--- src/rtl/maxnet_pkg.sv ---
// Shared types and default constants for the Maxnet sequencing controller.
// Optional watchdog is enabled with MAXNET_CTRL_WATCHDOG_EN.
package maxnet_pkg;

  localparam int unsigned ITER_W        = 8;
  localparam int unsigned MAX_ITER_DEF  = 64;
  localparam int unsigned WD_CYCLES_DEF = 256;

  typedef enum logic [2:0] {
    S_IDLE,
    S_LOAD,
    S_CLR,
    S_RUN,
    S_WAIT,
    S_UPD,
    S_CHK,
    S_FIN
  } state_t;

endpackage

--- src/rtl/maxnet_watchdog.sv ---
// WAIT-state cycle counter; expired is high in the WD_CYCLES-th consecutive
// cycle of en. Only instantiated when MAXNET_CTRL_WATCHDOG_EN is defined.
module maxnet_watchdog
  import maxnet_pkg::*;
#(
  parameter int unsigned WD_CYCLES = WD_CYCLES_DEF
) (
  input  logic clk,
  input  logic rst,
  input  logic en,
  output logic expired
);

  localparam int unsigned CW = $clog2(WD_CYCLES + 1);

  logic [CW-1:0] cnt;

  // Restarts every time the controller leaves WAIT.
  always_ff @(posedge clk) begin
    if (rst || !en) begin
      cnt <= '0;
    end else begin
      cnt <= cnt + CW'(1);
    end
  end

  assign expired = en && (cnt == CW'(WD_CYCLES - 1));

endmodule

--- src/rtl/maxnet_controller.sv ---
// Sequencing FSM for the four-neuron Maxnet datapath (load, clear, start,
// wait, write back, check). Define MAXNET_CTRL_WATCHDOG_EN to add the WAIT watchdog.
module maxnet_controller
  import maxnet_pkg::*;
#(
  parameter int unsigned MAX_ITER  = MAX_ITER_DEF,
  parameter int unsigned WD_CYCLES = WD_CYCLES_DEF
) (
  input  logic              clk,
  input  logic              rst,
  input  logic              go,
  input  logic              plu_done,
  input  logic              finish,
  output logic              mux_sel,
  output logic              we_prim,
  output logic              we_a_reg,
  output logic              rst_plu,
  output logic              plu_start,
  output logic              busy,
  output logic              done,
  output logic              timeout,
  output logic              wd_err,
  output logic [ITER_W-1:0] iter
);

  localparam logic [ITER_W-1:0] ITER_LIMIT = ITER_W'(MAX_ITER);

  state_t state;
  state_t state_nxt;
  logic   wd_expired;

`ifdef MAXNET_CTRL_WATCHDOG_EN
  maxnet_watchdog #(
    .WD_CYCLES(WD_CYCLES)
  ) u_watchdog (
    .clk    (clk),
    .rst    (rst),
    .en     (state == S_WAIT),
    .expired(wd_expired)
  );
`else
  assign wd_expired = 1'b0;
`endif

  always_ff @(posedge clk) begin
    if (rst) begin
      state <= S_IDLE;
    end else begin
      state <= state_nxt;
    end
  end

  // Strobes are decoded from the current state only, so no input reaches an output.
  always_comb begin
    state_nxt = state;
    mux_sel   = 1'b0;
    we_prim   = 1'b0;
    we_a_reg  = 1'b0;
    rst_plu   = 1'b0;
    plu_start = 1'b0;
    busy      = 1'b1;
    done      = 1'b0;
    unique case (state)
      S_IDLE: begin
        busy = 1'b0;
        if (go) state_nxt = S_LOAD;
      end
      S_LOAD: begin
        we_prim   = 1'b1;
        we_a_reg  = 1'b1;
        state_nxt = S_CLR;
      end
      S_CLR: begin
        rst_plu   = 1'b1;
        state_nxt = S_RUN;
      end
      S_RUN: begin
        plu_start = 1'b1;
        state_nxt = S_WAIT;
      end
      S_WAIT: begin
        if (plu_done) state_nxt = S_UPD;
        else if (wd_expired) state_nxt = S_FIN;
      end
      S_UPD: begin
        mux_sel   = 1'b1;
        we_a_reg  = 1'b1;
        state_nxt = S_CHK;
      end
      S_CHK: begin
        if (finish || (iter == ITER_LIMIT)) state_nxt = S_FIN;
        else state_nxt = S_CLR;
      end
      S_FIN: begin
        done      = 1'b1;
        state_nxt = S_IDLE;
      end
      default: state_nxt = S_IDLE;
    endcase
  end

  always_ff @(posedge clk) begin
    if (rst) begin
      iter    <= '0;
      timeout <= 1'b0;
      wd_err  <= 1'b0;
    end else begin
      unique case (state)
        S_IDLE: begin
          if (go) begin
            iter    <= '0;
            timeout <= 1'b0;
            wd_err  <= 1'b0;
          end
        end
        S_UPD: begin
          if (iter != ITER_LIMIT) iter <= iter + ITER_W'(1);
        end
        S_CHK: begin
          if (!finish && (iter == ITER_LIMIT)) timeout <= 1'b1;
        end
        S_WAIT: begin
          if (wd_expired && !plu_done) wd_err <= 1'b1;
        end
        default: ;
      endcase
    end
  end

endmodule
--- config.mk ---
export PLATFORM = sky130hd
export DESIGN_NAME = maxnet_controller
export DESIGN_NICKNAME = d
export VERILOG_FILES = /design/src/rtl/maxnet_pkg.sv /design/src/rtl/maxnet_watchdog.sv /design/src/rtl/maxnet_controller.sv
export SDC_FILE = /design/constraint.sdc
export NUM_CORES = 1
export LEC_CHECK = 0
export ABC_AREA = 1
export CAP_MARGIN = 20
export CELL_PAD_IN_SITES_DETAIL_PLACEMENT = 2
export CELL_PAD_IN_SITES_GLOBAL_PLACEMENT = 2
export CORE_ASPECT_RATIO = 1.1
export CORE_UTILIZATION = 26
export CTS_CLUSTER_SIZE = 16
export DETAILED_ROUTE_END_ITERATION = 10
export GPL_TIMING_DRIVEN = 0
export PLACE_DENSITY_LB_ADDON = 0.1
export REMOVE_ABC_BUFFERS = 1
export SYNTH_ARGS = -nofsm -noshare
export SYNTH_HDL_FRONTEND = slang
export SYNTH_SLANG_ARGS = --single-unit
--- constraint.sdc ---
create_clock -name clk -period 3.7 [get_ports clk]
set_input_delay 0.74 -clock clk [delete_from_list [all_inputs] [get_ports clk]]
set_output_delay 0.74 -clock clk [all_outputs]
set_load 0.05 [all_outputs]
### Yosys cells after proc, flatten, opt, wreduce, memory -nomap -nowiden

Index checks and enable logic that the tools add are counted.

| operators by class | value |
|---|---|
| add/sub/neg operators | 1 |
| eq/ne operators | 13 |
| mux-type cells | 17 |
| reductions and logical operators | 10 |

Operators by type and width:

| cell | number |
|---|---|
| case mux 3 bit (8 select lines) | 1 |
| 2-to-1 mux 8 bit | 2 |
| case mux 8 bit (2 select lines) | 1 |
| == test 3 bit, second input constant | 4 |
| 2-to-1 mux 1 bit | 9 |
| 2-to-1 mux 3 bit | 3 |
| adder 8 x 1 -> 8 bit, second input constant | 1 |
| == test 8 x 7 -> 1 bit, second input constant | 1 |
| inequality test 2 bit, second input constant | 4 |
| inequality test 8 x 7 -> 1 bit, second input constant | 1 |
| == test 3 x 2 -> 1 bit, second input constant | 2 |
| AND reduction 3 bit | 2 |
| nonzero test 2 bit | 2 |
| == test 3 x 1 -> 1 bit, second input constant | 1 |
| zero test 3 bit | 1 |
| case mux 1 bit (2 select lines) | 1 |
| AND reduction 2 bit | 1 |
| OR reduction 2 bit | 1 |
| logical AND 1 bit | 1 |
| zero test 1 bit | 1 |
| logical OR 1 bit | 1 |

| storage, ports and cells | value |
|---|---|
| register bits after elaboration | 12 |
| input port bits | 5 |
| output and inout port bits | 17 |
| word-level logic and storage cells | 44 |

### Longest topological paths before layout

| depth | value |
|---|---|
| depth in word-level cells | 4 |
| gate-level depth with buffers | 10 |

### Worst setup path before layout

OpenSTA, ideal clock, no wires.

| path | value |
|---|---|
| path kind | reg2out |
| start point | register state[1] |
| end point | output port rst_plu |
| data arrival time | 1243 ps |
| required time | 2960 ps |
| slack | 1717 ps |
| stages on the path, launching flop included | 5 |
| buffers on the path | 0 |
| cells stage by stage | dfxtp_1 > inv_1 > nor2_1 > inv_1 > nor2_1 |

| on the way | value |
|---|---|
| longest elaborated chain between the ends | 2 |

RTL lines:

| what | line | source |
|---|---|---|
| start: declaration | maxnet_controller.sv:28 | `state_t state;` |
| start signal: assignment | maxnet_controller.sv:49 | `state <= state_nxt;` |
| == test 3 x 2 -> 1 bit | maxnet_controller.sv:63 | `unique case (state)` |
| 2-to-1 mux 1 bit | maxnet_controller.sv:63 |  |
| end: declaration | maxnet_controller.sv:17 | `output logic rst_plu,` |

No other way between the ends.

### Final worst setup path

Same ends and word-level chain as after synthesis.

==> flow_summary.json <==
{
  "route.detailed.drc": 0,
  "yosysSeqAreaShare_pct": 30.9,
  "hold_violations": 0,
  "final_nets": 142,
  "power_density_nw_per_um2": 352,
  "reg2reg_depth": 8,
  "setup_ws_ns": 1.02,
  "fmax_mhz": 373,
  "path_clk_slew_ns": 0.07,
  "hold_path_class": "reg -> reg",
  "worst-setup-path-type": "reg -> out",
  "hold_buffers": 0,
  "grt_pass1_wl_um": 3730,
  "r2r_start": "iter[0]",
  "combPwrFrac_pct": 35.8,
  "setup_violations": 0,
  "fillers": 357,
  "ys_types": 30,
  "drt_wl_total_um": 2150,
  "synth-async-reset-ratio_pct": 0,
  "cts_buffers": 3,
  "top_level_ports": 22,
  "crit_path_start": "state[1]",
  "numClockSinks": 12,
  "synth_area_per_cell_um2": 6.82,
  "drv_slew": 0,
  "synthTopCellsByCount": "25 x nand2_1, 13 x nor2_1, 12 x dfxtp_1, 12 x inv_1, 11 x nand3_1",
  "tightest_slew_ns": 0.517,
  "coreArea_um2": 2800,
  "worst_setup_path_end_kind": "primary output",
  "status": "complete, no violations",
  "synth_area_um2": 777,
  "dr.pass1.iters": 2,
  "syn_to_final_growth_pct": 29.6,
  "ctsRootBufferMaster": "clkbuf_4",
  "cp.required_ns": 2.96,
  "row_count": 20,
  "synth.area.top_cells": "dfxtp_1 31%, nand2_1 12%, nand3_1 7.1%",
  "ant_nets": 0,
  "power_switching_share_pct": 39.8,
  "drive_above_1_share_pct": 12.8,
  "htree_levels": 1,
  "post_drt_wl_per_cell_um": 12.9,
  "die_h_um": 59.3,
  "antenna_found_initial": 0,
  "gp_congestion": 0.769,
  "clkPwrFrac_pct": 22.6,
  "cts_tree": "yes",
  "die_area_um2": 3210,
  "arrival_ns": 1.94,
  "relSlewSlack_pct": 65.5,
  "post_cts_buffers": 0,
  "placedCellCount": 163,
  "yosysMostFrequentCell": "nand2_1",
  "ctsLongestPathBuffers": 2,
  "min_period_over_period_pct": 72.4,
  "path_depth": 5,
  "post-route-util_pct": 35.9,
  "synth_cells": 114,
  "total_power_uw": 355,
  "die_x_um": 54.1,
  "register_area_um2": 240,
  "n_antenna_cell": 0,
  "place.port_buffers": 20,
  "internal-power_uw": 213,
  "cp_slowest_cell": "clkdlybuf4s50_1",
  "rsz0062_at_grt": "no",
  "final_cells": 166,
  "seqPwrFrac_pct": 41.6,
  "power.switching_uw": 141,
  "yosys_most_used_dff": "dfxtp_1",
  "critPathBufInv": 3,
  "path_delay_family": "buffers and inverters",
  "final.setup_skew_ns": 0.00114,
  "dp_slack_ns": 1.33,
  "via_per_inst": 4.69,
  "r2r_slack_ns": 2.31,
  "period_needed_ns": 2.68,
  "vias": 779,
  "netlist.top_cell.by_area": "dfxtp_1",
  "hpwl_um": 1720,
  "rr_endpoint": "iter[2]",
  "cts_resized": 0,
  "start_util_pct": 27.7,
  "synth_warnings": 0,
  "start_kind": "flop",
  "multi_input_area_um2": 438,
  "clkLatencyLatePin_ns": 0.27,
  "ys_ff_latch": 12,
  "synth-edff-count": 0,
  "crit_path_end": "rst_plu",
  "cpPeakStageDelay_ns": 0.83,
  "path_max_fanout": 4,
  "ir_drop_mv": 0.171,
  "grt_use_total_pct": 16.3,
  "grt_pass1_vias": 809,
  "max_cap_viol_count": 0,
  "drtIter0Drc": 3,
  "yosys.area.top_type_share_pct": 30.9,
  "grt_start_max_net_pins": 11,
  "grt_overflow": 0,
  "leakagePower_uw": 0.000385,
  "cp_cell_sequence": "inv_1 -> nor2_1 -> inv_1 -> nor2_1 -> clkdlybuf4s50_1",
  "setup_tns_ns": 0
}
==> metrics by stage <==
step	hold WS, ns	instance area [um^2]
2_1_floorplan	0.552	743
3_3_place_gp	0.439	985
3_5_place_dp	0.450	985
4_1_cts	0.468	1010
5_1_grt	0.514	1010
6_report	0.464	1010
==> worst min-delay path, delay by kind of cell (launching register included) <==
family | cells | cell delay [ns]
simple gates | 2 | 0.11
flops | 1 | 0.32
==> power groups by stage <==
stage	Combinational [uW]	Sequential, uW	Clock (uW)
4_1_cts	130	148	86.4
5_1_grt	139	149	93.4
3_5_place_dp	129	151	0
2_1_floorplan	75.5	160	0
3_3_place_gp	127	150	0
6_report	127	147	80.1
==> area by class of cell <==
type	instances	share of cell area, %
repair buffers	20	19.9
flip-flops and latches	12	23.9
well taps	33	4.10
inverters	16	6.46
multi-input cells	82	43.5
clock buffers	3	2.24
==> routing by layer <==
metal  up-vias  wire length (um)  track usage [%]  part of all wire (%)
met4         0                 8             3.30                  0.37
li1        398                 -                -                     -
met2        13              1020             25.1                    47
met3         2                73             5.38                   3.4
met1       366              1050             22.0                    49
met5         -                 0                0                     0
==> registers in the layout (all words and copies together) (netlist names) <==
| register | flops |
|---|---|
| timeout | 1 |
| state | 3 |
| iter | 8 |
==> cell families after synthesis <==
kind of cell	share of synthesized area, %
other	0.483
DFF	30.9
xor gates and xnor gates	2.25
buffers and inverters	12.7
and+or+nand+nor	40.3
adders and majority gates	3.22
AOI/OAI and AO/OA	10.1
==> cells in the final DEF (no fill, tap or decap), types with 3 or more instances in the layout <==
cell             netlist  layout
a21oi_1                7       7
clkbuf_4               0       3
clkdlybuf4s50_1        0      20
dfxtp_1               12      12
inv_1                 12      12
nand2_1               25      25
nand3_1               11      11
nor2_1                13      13
nor3_1                 4       4
==> worst min-delay path by stage <==
stage,startpoint,end,depth (start not counted)
2_1_floorplan,state[0],state[1],2
3_3_place_gp,timeout,timeout,2
3_5_place_dp,timeout,timeout,2
4_1_cts,timeout,timeout,2
5_1_grt,timeout,timeout,2
6_report,timeout,timeout,2
Power figures use the tool's default switching activity.
